`config.mk`:
```
export PLATFORM = sky130hd
export DESIGN_NAME = seq_div16
export DESIGN_NICKNAME = d
export VERILOG_FILES = /design/src/rtl/seq_div16_pkg.sv /design/src/rtl/seq_div16_cla_sub.sv /design/src/rtl/seq_div16.sv
export SDC_FILE = /design/constraint.sdc
export NUM_CORES = 1
export LEC_CHECK = 0
export ABC_AREA = 1
export CORE_MARGIN = 4
export CORE_UTILIZATION = 57
export DETAILED_ROUTE_END_ITERATION = 16
export DONT_BUFFER_PORTS = 1
export GPL_ROUTABILITY_DRIVEN = 1
export GPL_TIMING_DRIVEN = 0
export HOLD_SLACK_MARGIN = 0.12
export PLACE_DENSITY = 0.73
export SYNTH_ARGS = -nofsm -noshare
export SYNTH_HDL_FRONTEND = slang
export SYNTH_SLANG_ARGS = --single-unit
```
`constraint.sdc`:
```
create_clock -name clk -period 3.08 [get_ports clk]
set_input_delay 0.924 -clock clk [delete_from_list [all_inputs] [get_ports clk]]
set_output_delay 0.924 -clock clk [all_outputs]
set_load 0.01 [all_outputs]
```
`src/rtl/seq_div16_pkg.sv`:
```
// Shared definitions for the sequential restoring divider.
//   state_t   : FSM encoding (idle / busy / done)
//   DEF_WIDTH : default operand, quotient and remainder width
package seq_div16_pkg;

  typedef enum logic [1:0] {
    S_IDLE = 2'd0,
    S_BUSY = 2'd1,
    S_DONE = 2'd2
  } state_t;

  localparam int DEF_WIDTH = 16;

endpackage

```
`src/rtl/seq_div16_cla_sub.sv`:
```
// Combinational carry-lookahead subtractor: diff = a - b.
// The subtrahend is inverted and the carry-in is forced to 1 (two's
// complement), and each carry is built directly from the generate/propagate
// terms instead of rippling through the previous carry.
// Ports:
//   a      in  N  minuend
//   b      in  N  subtrahend
//   diff   out N  a - b (modulo 2^N)
//   borrow out 1  high when b > a (inverted carry out)
module cla_sub #(
  parameter int N = 17
) (
  input  logic [N-1:0] a,
  input  logic [N-1:0] b,
  output logic [N-1:0] diff,
  output logic         borrow
);

  logic [N-1:0] b_inv;
  logic [N-1:0] prop;
  logic [N-1:0] gen;
  logic [N:0]   carry;

  assign b_inv = ~b;
  assign prop  = a ^ b_inv;
  assign gen   = a & b_inv;

  // carry[i] = OR_j ( gen[j] & prop[j+1..i-1] )  |  prop[0..i-1] & cin, with cin = 1
  always_comb begin
    logic run;
    logic acc;
    carry    = '0;
    carry[0] = 1'b1;
    for (int i = 1; i <= N; i++) begin
      acc = 1'b0;
      for (int j = 0; j < i; j++) begin
        run = gen[j];
        for (int k = j + 1; k < i; k++) begin
          run = run & prop[k];
        end
        acc = acc | run;
      end
      run = 1'b1;
      for (int k = 0; k < i; k++) begin
        run = run & prop[k];
      end
      carry[i] = acc | run;
    end
  end

  assign diff   = prop ^ carry[N-1:0];
  assign borrow = ~carry[N];

endmodule

```
`src/rtl/seq_div16.sv`:
```
// Multi-cycle restoring unsigned divider, one quotient bit per clock.
// A request is taken over a valid/ready port, the result is presented on a
// valid/ready port and held until the consumer takes it.
// Ports:
//   clk          in   1      clock, rising edge
//   rst          in   1      synchronous active-high reset
//   in_valid     in   1      request valid
//   in_ready     out  1      divider idle; request accepted when in_valid is high
//   dividend     in   WIDTH  unsigned dividend, sampled on accept
//   divisor      in   WIDTH  unsigned divisor, sampled on accept
//   out_valid    out  1      result valid, held until out_ready
//   out_ready    in   1      result consumer ready
//   quot         out  WIDTH  quotient ('1 for a zero divisor)
//   rem          out  WIDTH  remainder (dividend for a zero divisor)
//   div_by_zero  out  1      result came from a zero divisor
module seq_div16
  import seq_div16_pkg::*;
#(
  parameter int WIDTH = DEF_WIDTH
) (
  input  logic             clk,
  input  logic             rst,
  input  logic             in_valid,
  output logic             in_ready,
  input  logic [WIDTH-1:0] dividend,
  input  logic [WIDTH-1:0] divisor,
  output logic             out_valid,
  input  logic             out_ready,
  output logic [WIDTH-1:0] quot,
  output logic [WIDTH-1:0] rem,
  output logic             div_by_zero
);

  localparam int CNT_W = $clog2(WIDTH);

  state_t           state;
  state_t           state_nxt;
  logic             accept;
  logic             last_step;
  logic [CNT_W-1:0] cnt;

  // Datapath: partial remainder, divisor copy, and a combined shift register
  // whose upper bits hold the unconsumed dividend and whose lower bits collect
  // the quotient as it is produced.
  logic [WIDTH-1:0] part_rem;
  logic [WIDTH-1:0] dvs;
  logic [WIDTH-1:0] dq_sh;

  logic [WIDTH:0]   sub_a;
  logic [WIDTH:0]   sub_b;
  logic [WIDTH:0]   diff;
  logic             borrow;
  logic             q_bit;
  logic [WIDTH-1:0] part_nxt;
  logic             unused_diff_msb;

  // FSM state register
  always_ff @(posedge clk) begin
    if (rst) begin
      state <= S_IDLE;
    end else begin
      state <= state_nxt;
    end
  end

  // FSM next state and handshake decode
  always_comb begin
    state_nxt = state;
    accept    = 1'b0;
    last_step = 1'b0;
    in_ready  = 1'b0;
    out_valid = 1'b0;
    unique case (state)
      S_IDLE: begin
        in_ready = 1'b1;
        if (in_valid) begin
          accept    = 1'b1;
          state_nxt = (divisor == '0) ? S_DONE : S_BUSY;
        end
      end
      S_BUSY: begin
        if (cnt == '0) begin
          last_step = 1'b1;
          state_nxt = S_DONE;
        end
      end
      S_DONE: begin
        out_valid = 1'b1;
        if (out_ready) begin
          state_nxt = S_IDLE;
        end
      end
      default: state_nxt = S_IDLE;
    endcase
  end

  // The dividend MSB is tried on the accept edge straight from the input
  // port, so BUSY only has WIDTH-1 bits left to process and the subtractor
  // is shared between the two cases.
  always_comb begin
    if (state == S_BUSY) begin
      sub_a = {part_rem, dq_sh[WIDTH-1]};
      sub_b = {1'b0, dvs};
    end else begin
      sub_a = {{WIDTH{1'b0}}, dividend[WIDTH-1]};
      sub_b = {1'b0, divisor};
    end
  end

  cla_sub #(
    .N (WIDTH + 1)
  ) u_sub (
    .a      (sub_a),
    .b      (sub_b),
    .diff   (diff),
    .borrow (borrow)
  );

  // Partial remainder stays below the divisor, so a borrow-free difference
  // always fits in WIDTH bits and its top bit is never needed.
  assign q_bit           = ~borrow;
  assign part_nxt        = borrow ? sub_a[WIDTH-1:0] : diff[WIDTH-1:0];
  assign unused_diff_msb = diff[WIDTH];

  // Bit counter: index of the dividend bit handled in the current BUSY cycle
  always_ff @(posedge clk) begin
    if (rst) begin
      cnt <= '0;
    end else if (accept) begin
      cnt <= CNT_W'(WIDTH - 2);
    end else if (state == S_BUSY && cnt != '0) begin
      cnt <= cnt - CNT_W'(1);
    end
  end

  // Iteration registers
  always_ff @(posedge clk) begin
    if (accept) begin
      dvs      <= divisor;
      part_rem <= part_nxt;
      dq_sh    <= {dividend[WIDTH-2:0], q_bit};
    end else if (state == S_BUSY) begin
      part_rem <= part_nxt;
      dq_sh    <= {dq_sh[WIDTH-2:0], q_bit};
    end
  end

  // Result registers, stable for the whole DONE state
  always_ff @(posedge clk) begin
    if (rst) begin
      quot        <= '0;
      rem         <= '0;
      div_by_zero <= 1'b0;
    end else if (accept && divisor == '0) begin
      quot        <= '1;
      rem         <= dividend;
      div_by_zero <= 1'b1;
    end else if (last_step) begin
      quot        <= {dq_sh[WIDTH-2:0], q_bit};
      rem         <= part_nxt;
      div_by_zero <= 1'b0;
    end
  end

endmodule
```
==> run_results.csv <==
group,metric,value,unit
outcome,run_status,"complete, no violations",
finish,nNetsFinal,653,
clock_tree,clk_pin_slew,90,ps
die,start_util,0.598,
yosys,synth_top_cell_by_area,"edfxtp_1",
finish,seqCellArea,2220,sq um
placed_design,hpwl,7980,microns
worst_setup_path,crit_top_cell,"nand2_2",
clock_tree,worstSkewPairLatency,360,ps
power,p_leak,0.00250,uW
power,finalPower,5060,uW
die,core_area,7850,sq um
hold_path,hold_path_class,"reg2reg",
yosys,yosys.area_share.simple,0.193,
sta,finalCritPeriodShare,0.994,
die,ioPinCount,71,
yosys,synthAdderAreaFrac,0.0480,
die,num_rows,32,
placed_design,numPortBuffers,0,
finish,final_cell_mix,"110 x nand2_1, 100 x inv_1, 48 x edfxtp_1",
sta,relSlewSlack,0.415,
yosys,synthTopCellsByArea,"edfxtp_1 31%, dfxtp_1 17%, nand2_1 9.4%",
grt,grt_pass1_wl,18500,microns
finish,fill_cells,626,
power,pwr_density_cell,910,nW/um^2
clock_tree,ctsHoldBuffers,0,
sta,fin_crit,3060,ps
yosys,yosysTopAreaCellShare,0.307,
finish,area_delta_synth_final,18.3,%
route,first_pass_iters,4,
finish,final_common_cell,"nand2_1",
grt,grt_util_all_layers,0.237,
die,die_x,98.7,microns
clock_tree,cts_tree,"built",
worst_setup_path,startpoint_type,"flip-flop",
yosys,synth_compound_area_frac,0.153,
yosys,ys_seq_elements,87,
route,ant_nets,0,
grt,grt_max_degree,34,
yosys,muxShareOfSynthArea,0.00213,
worst_setup_path,critPathArrivalTime,3180,ps
yosys,synth_top_family_by_area,"simple AND/OR/NAND/NOR gates",
grt,grt-ovfl-total,0,
route,routedWlPerCell,17.0,microns
route,vias,3995,
sta,tightest_slew,875,ps
clock_tree,cts_root_buffer,"clkbuf_8",
route,viasPerCell,5.67,
die,die_h,98.7,microns
route,drt_iter0_markers,270,
finish,num_antenna_cells,0,
sta,finalMaxSlewViolations,0,
yosys,ys_types,42,
job,maxCapViolations,0,
clock_tree,cts_buffers,9,
route,drt_wl_total,12000,microns
worst_setup_path,crit_type,"reg2reg",
yosys,ys_seq_area_frac,0.474,
worst_setup_path,crit_fanout,10,
sta,hold_viol,0,
sta,clock.fmax,326,MHz
yosys,syn_area_per_cell,8.42,sq um
sta,holdWs,498,ps
sta,fin_skew,6.61,ps
clock_tree,clockBufferDepth,2,
yosys,yosysWarningCount,0,
placed_design,place_congestion,0.824,
worst_setup_path,worstPathRequired,3200,ps
clock_tree,cts.sinks,87,
finish,multi_input_comb_area,2100,sq um
sta,setup_tns,0,ps
yosys,synth_edf_count,48,
finish,drive_gt1_frac,0.226,
sta,rsz0062_at_grt,"yes",
yosys,synth_area,4690,sq um
worst_setup_path,end_kind,"flip-flop",
die,die-area,9750,sq um
yosys,syn_nets,611,
yosys,synth_xor_area_frac,0.0187,
power,ir_drop,0.406,mV
worst_setup_path,slowest_stage,"dfxtp_2",
clock_tree,htree_levels,3,
worst_setup_path,crit_chain,"inv_2 -> nor2_4 -> clkbuf_8 -> buf_4 -> nand2_1 -> inv_1 -> ha_1 -> nand2_1 -> nand2_1 -> nand2_1 -> nand2_2 -> nand3_2 -> nand2_2 -> nand2_2 -> nand2_4 -> nand2_2 -> nand2_2 -> nand2_2 -> nand2_2 -> nand2_4 -> nand2_8 -> buf_12 -> buf_12 -> o21a_1",
yosys,synth_cells,557,
grt,grt_pass1_vias,3831,
yosys,synth_ff_type,"edfxtp_1",
worst_setup_path,cpPeakStageDelay,340,ps
sta,setup_viol,0,
yosys,async_reset_ff_frac,0,
route,drc,0,
grt,antenna_found_initial,0,
==> synthesized netlist by cell type (all sizes together), types with 3 or more instances <==
cell type and number:
nand2 138, o221a 7, xor2 3, clkbuf 14
buf 9, edfxtp 48, xnor2 7, nand3 22
o21ai 56, inv 106, o221ai 6, dfxtp 39
a31oi 3, a21oi 28, o21a 8, nor3 5
ha 18, nor2 18, nand4 9
==> state kept, by name, indices dropped and copies added (netlist names) <==
| register | flops |
|---|---|
| cnt | 4 |
| div_by_zero | 1 |
| dq_sh | 16 |
| dvs | 16 |
| part_rem | 16 |
| quot | 16 |
| rem | 16 |
| state | 2 |
==> worst paths after layout <==
path                              start                     end  slack, ps  cells after the start
setup / recovery  state[0]$_SDFFE_PP0P_  part_rem[10]$_DFFE_PP_         20                     24
hold / removal      cnt[0]$_SDFFE_PP0P_     cnt[0]$_SDFFE_PP0P_        500                      1
setup reg to reg  state[0]$_SDFFE_PP0P_  part_rem[10]$_DFFE_PP_         20                     24
hold reg to reg     cnt[0]$_SDFFE_PP0P_     cnt[0]$_SDFFE_PP0P_        500                      1
==> layout make-up <==
type                       count  share of cell area
inverter                     107              0.0732
tap                          102              0.0230
buffer                        23              0.0340
multi-input combinational    340               0.378
clock inverter                 6              0.0169
timing repair buffer          31              0.0521
clock buffer                   9              0.0223
sequential                    87               0.401
==> routing by layer <==
metal	share of wire	global-route usage	up-vias
met5	0	0	-
met4	0.024	0.0851	0
met2	0.48	0.398	141
met3	0.053	0.0361	24
li1	-	-	1909
met1	0.44	0.313	1921
==> critical path: cells and delay by family, from the launching register on <==
family | cells | cell delay, ps
AND/OR/NAND/NOR | 16 | 1270
adder cells (fa/ha/maj) | 1 | 290
AO/OA/AOI/OAI | 1 | 180
buffers and inverters | 6 | 740
flip-flops | 1 | 340
==> cells by family after synthesis <==
group,after synthesis
and+or+nand+nor,197
buffers and inverters,130
AOI/OAI and AO/OA,114
DFF,87
adders and majority gates,18
xor gates and xnor gates,10
muxes,1
==> through the flow <==
step	area, sq um	cells	worst slack [ps]	utilization
2_1_floorplan	4700	557	7.30	-
3_3_place_gp	4820	659	-474	0.615
3_5_place_dp	4830	659	-564	0.615
4_1_cts	5190	684	37.7	0.662
5_1_grt	5550	705	-175	0.708
6_report	5550	705	17.1	0.708
==> what timing repair did <==
action,CTS,global route
cloned,1,3
endpoints found under the hold margin,0,0
resized for setup,24,43
setup endpoints to repair,34,31
setup buffers,9,19
pin swaps,2,18
==> power by group <==
part           internal [uW]  switching, uW
registers               1670            188
clock network            460            444
logic                    970           1330
Power figures use the tool's default switching activity.
==> RTL edit, RTL diff (config.mk and constraints unchanged) <==
Make the reset (`rst`) asynchronous in 3 clocked blocks. Comments in the files are not updated.
--- a/src/rtl/seq_div16.sv
+++ b/src/rtl/seq_div16.sv
@@ -57,3 +57,3 @@
   // FSM state register
-  always_ff @(posedge clk) begin
+  always_ff @(posedge clk or posedge rst) begin
     if (rst) begin
@@ -125,3 +125,3 @@
   // Bit counter: index of the dividend bit handled in the current BUSY cycle
-  always_ff @(posedge clk) begin
+  always_ff @(posedge clk or posedge rst) begin
     if (rst) begin
@@ -148,3 +148,3 @@
   // Result registers, stable for the whole DONE state
-  always_ff @(posedge clk) begin
+  always_ff @(posedge clk or posedge rst) begin
     if (rst) begin
Formal check against the unedited RTL: differs if rst is asserted again (counterexample within 4 cycles, from zero or initial values and one cycle with rst high); with rst held inactive, the same outputs for 10 cycles.
==> RTL edit against the unedited design <==
The flow now finishes with violations (setup timing); die area grew 4.2%; sequential cell count is the same; sequential share of layout area shrank 2.1 points; utilization grew 6.0 points; wire length grew 24%; synthesized cell count shrank 0.72%; final cell count grew 2.8%; worst setup slack lost 450 ps; cell area grew 15%; critical path depth is the same; synthesized area grew 4.6%; critical path type unchanged; critical endpoint is now part_rem[3]$_DFFE_PP_; largest cell class is now multi-input combinational cells.
Power is not compared: it rests on default switching activity, and its combinational part moved more than twofold at a synthesized area within 25%.
==> RTL edit: results (changes against the unedited design) <==
| Metric | Value |
|---|---|
| Layout cell share with drive strength beyond 1 | 32.58% (+10 points) |
| Worst clock skew | 11.16 ps (+4.549 ps) |
| CP max stage delay | 420 ps (+80 ps) |
| Clock buffer cells | 10 (+1) |
| Syn_nets | 607 (-0.65%) |
| Avg Cell Area, Syn | 8.876 um2 (+5.4%) |
| FF+latch count | 87 (unchanged) |
| Hold endpoint | quot[15]$_DFFE_PP0P_ |
| Setup_tns | -11950 ps (-11950 ps) |
| Sequential area share after synthesis | 49.25% (+1.9 points) |
| Failing checks | setup timing |
| Hold path startpoint | dq_sh[14]$_DFFE_PP_ |
| Adder-cell share of the synthesized area | 4.588% (-0.21 points) |
| Status | complete, but fails checks |
| Reg-to-Reg Start | state[1]$_DFFE_PP0P_ |
| Final nets | 669 (+2.5%) |
| Mux share of post-synthesis cell area | 0% (-0.21 points) |
| Final WS setup | -430.2 ps (-447.3 ps) |
| DR pass1 iterations | 6 (+2) |
| Vias in the first global route | 4158 (+8.5%) |
| Gpl congestion | 0.8221 (-0.21%) |
| Worst Tran Pin Value | 830.0 ps (-44.52 ps) |
| First-pass GRT wire length | 20500 um (+11%) |
| Placed Cells | 658 (-0.15%) |
| Area occupied by registers | 0.002417 mm2 (+8.7%) |
| Avg Vias per Cell | 5.942 (+4.9%) |
| Reg-to-reg endpoint | part_rem[3]$_DFFE_PP_ |
| Repair and plain buffers | 71 (+31%) |
| Fillers | 488 (-22%) |
| Ranking of synthesized cells by area | edfxtp_1, dfrtp_1, nand2_1 |
| # setup viols final | 34 (+34) |
| Complex-gate fraction of the synthesized area | 11.85% (-3.5 points) |
| Largest net degree at the start of global routing | 40 (+18%) |
| Post-synth top cells | nand2_1, inv_1, edfxtp_1 |
| Slowest CP cell | dfrtp_1 |
| Xor/xnor share of the synthesized area | 2.498% (+0.63 points) |
==> RTL edit: what timing repair did <==
item | CTS | global route
gates resized for setup | 66 | 77
pin swaps | 29 | 44
endpoints found under the setup margin | 34 | 34
gates cloned | 2 | 3
buffers inserted | 32 | 14
==> RTL edit: metrics by stage <==
stage | hold WS, ps | setup slack, ps | power, W | area (um2) | utilization, %
after CTS | 520.6 | -161.3 | 0.007698 | 5801 | 69.89
after global routing | 541.4 | -548.6 | 0.009502 | 6367 | 76.72
after floorplan | 478.6 | 8.037 | 0.004996 | 4917 | -
after global placement | 491.5 | -718.7 | 0.005646 | 5049 | 60.83
final | 518.3 | -430.2 | 0.009045 | 6367 | 76.72
after detailed placement | 495.1 | -803.5 | 0.005797 | 5049 | 60.83
==> RTL edit: per-layer routing <==
layer | GRT usage, % | routed length, um | vias up
met1 | 33.39 | 5594 | 2080
met3 | 7.059 | 1327 | 54
met5 | 0 | 0 | -
met4 | 10.88 | 573 | 0
met2 | 42.48 | 7359 | 231
li1 | - | - | 1943
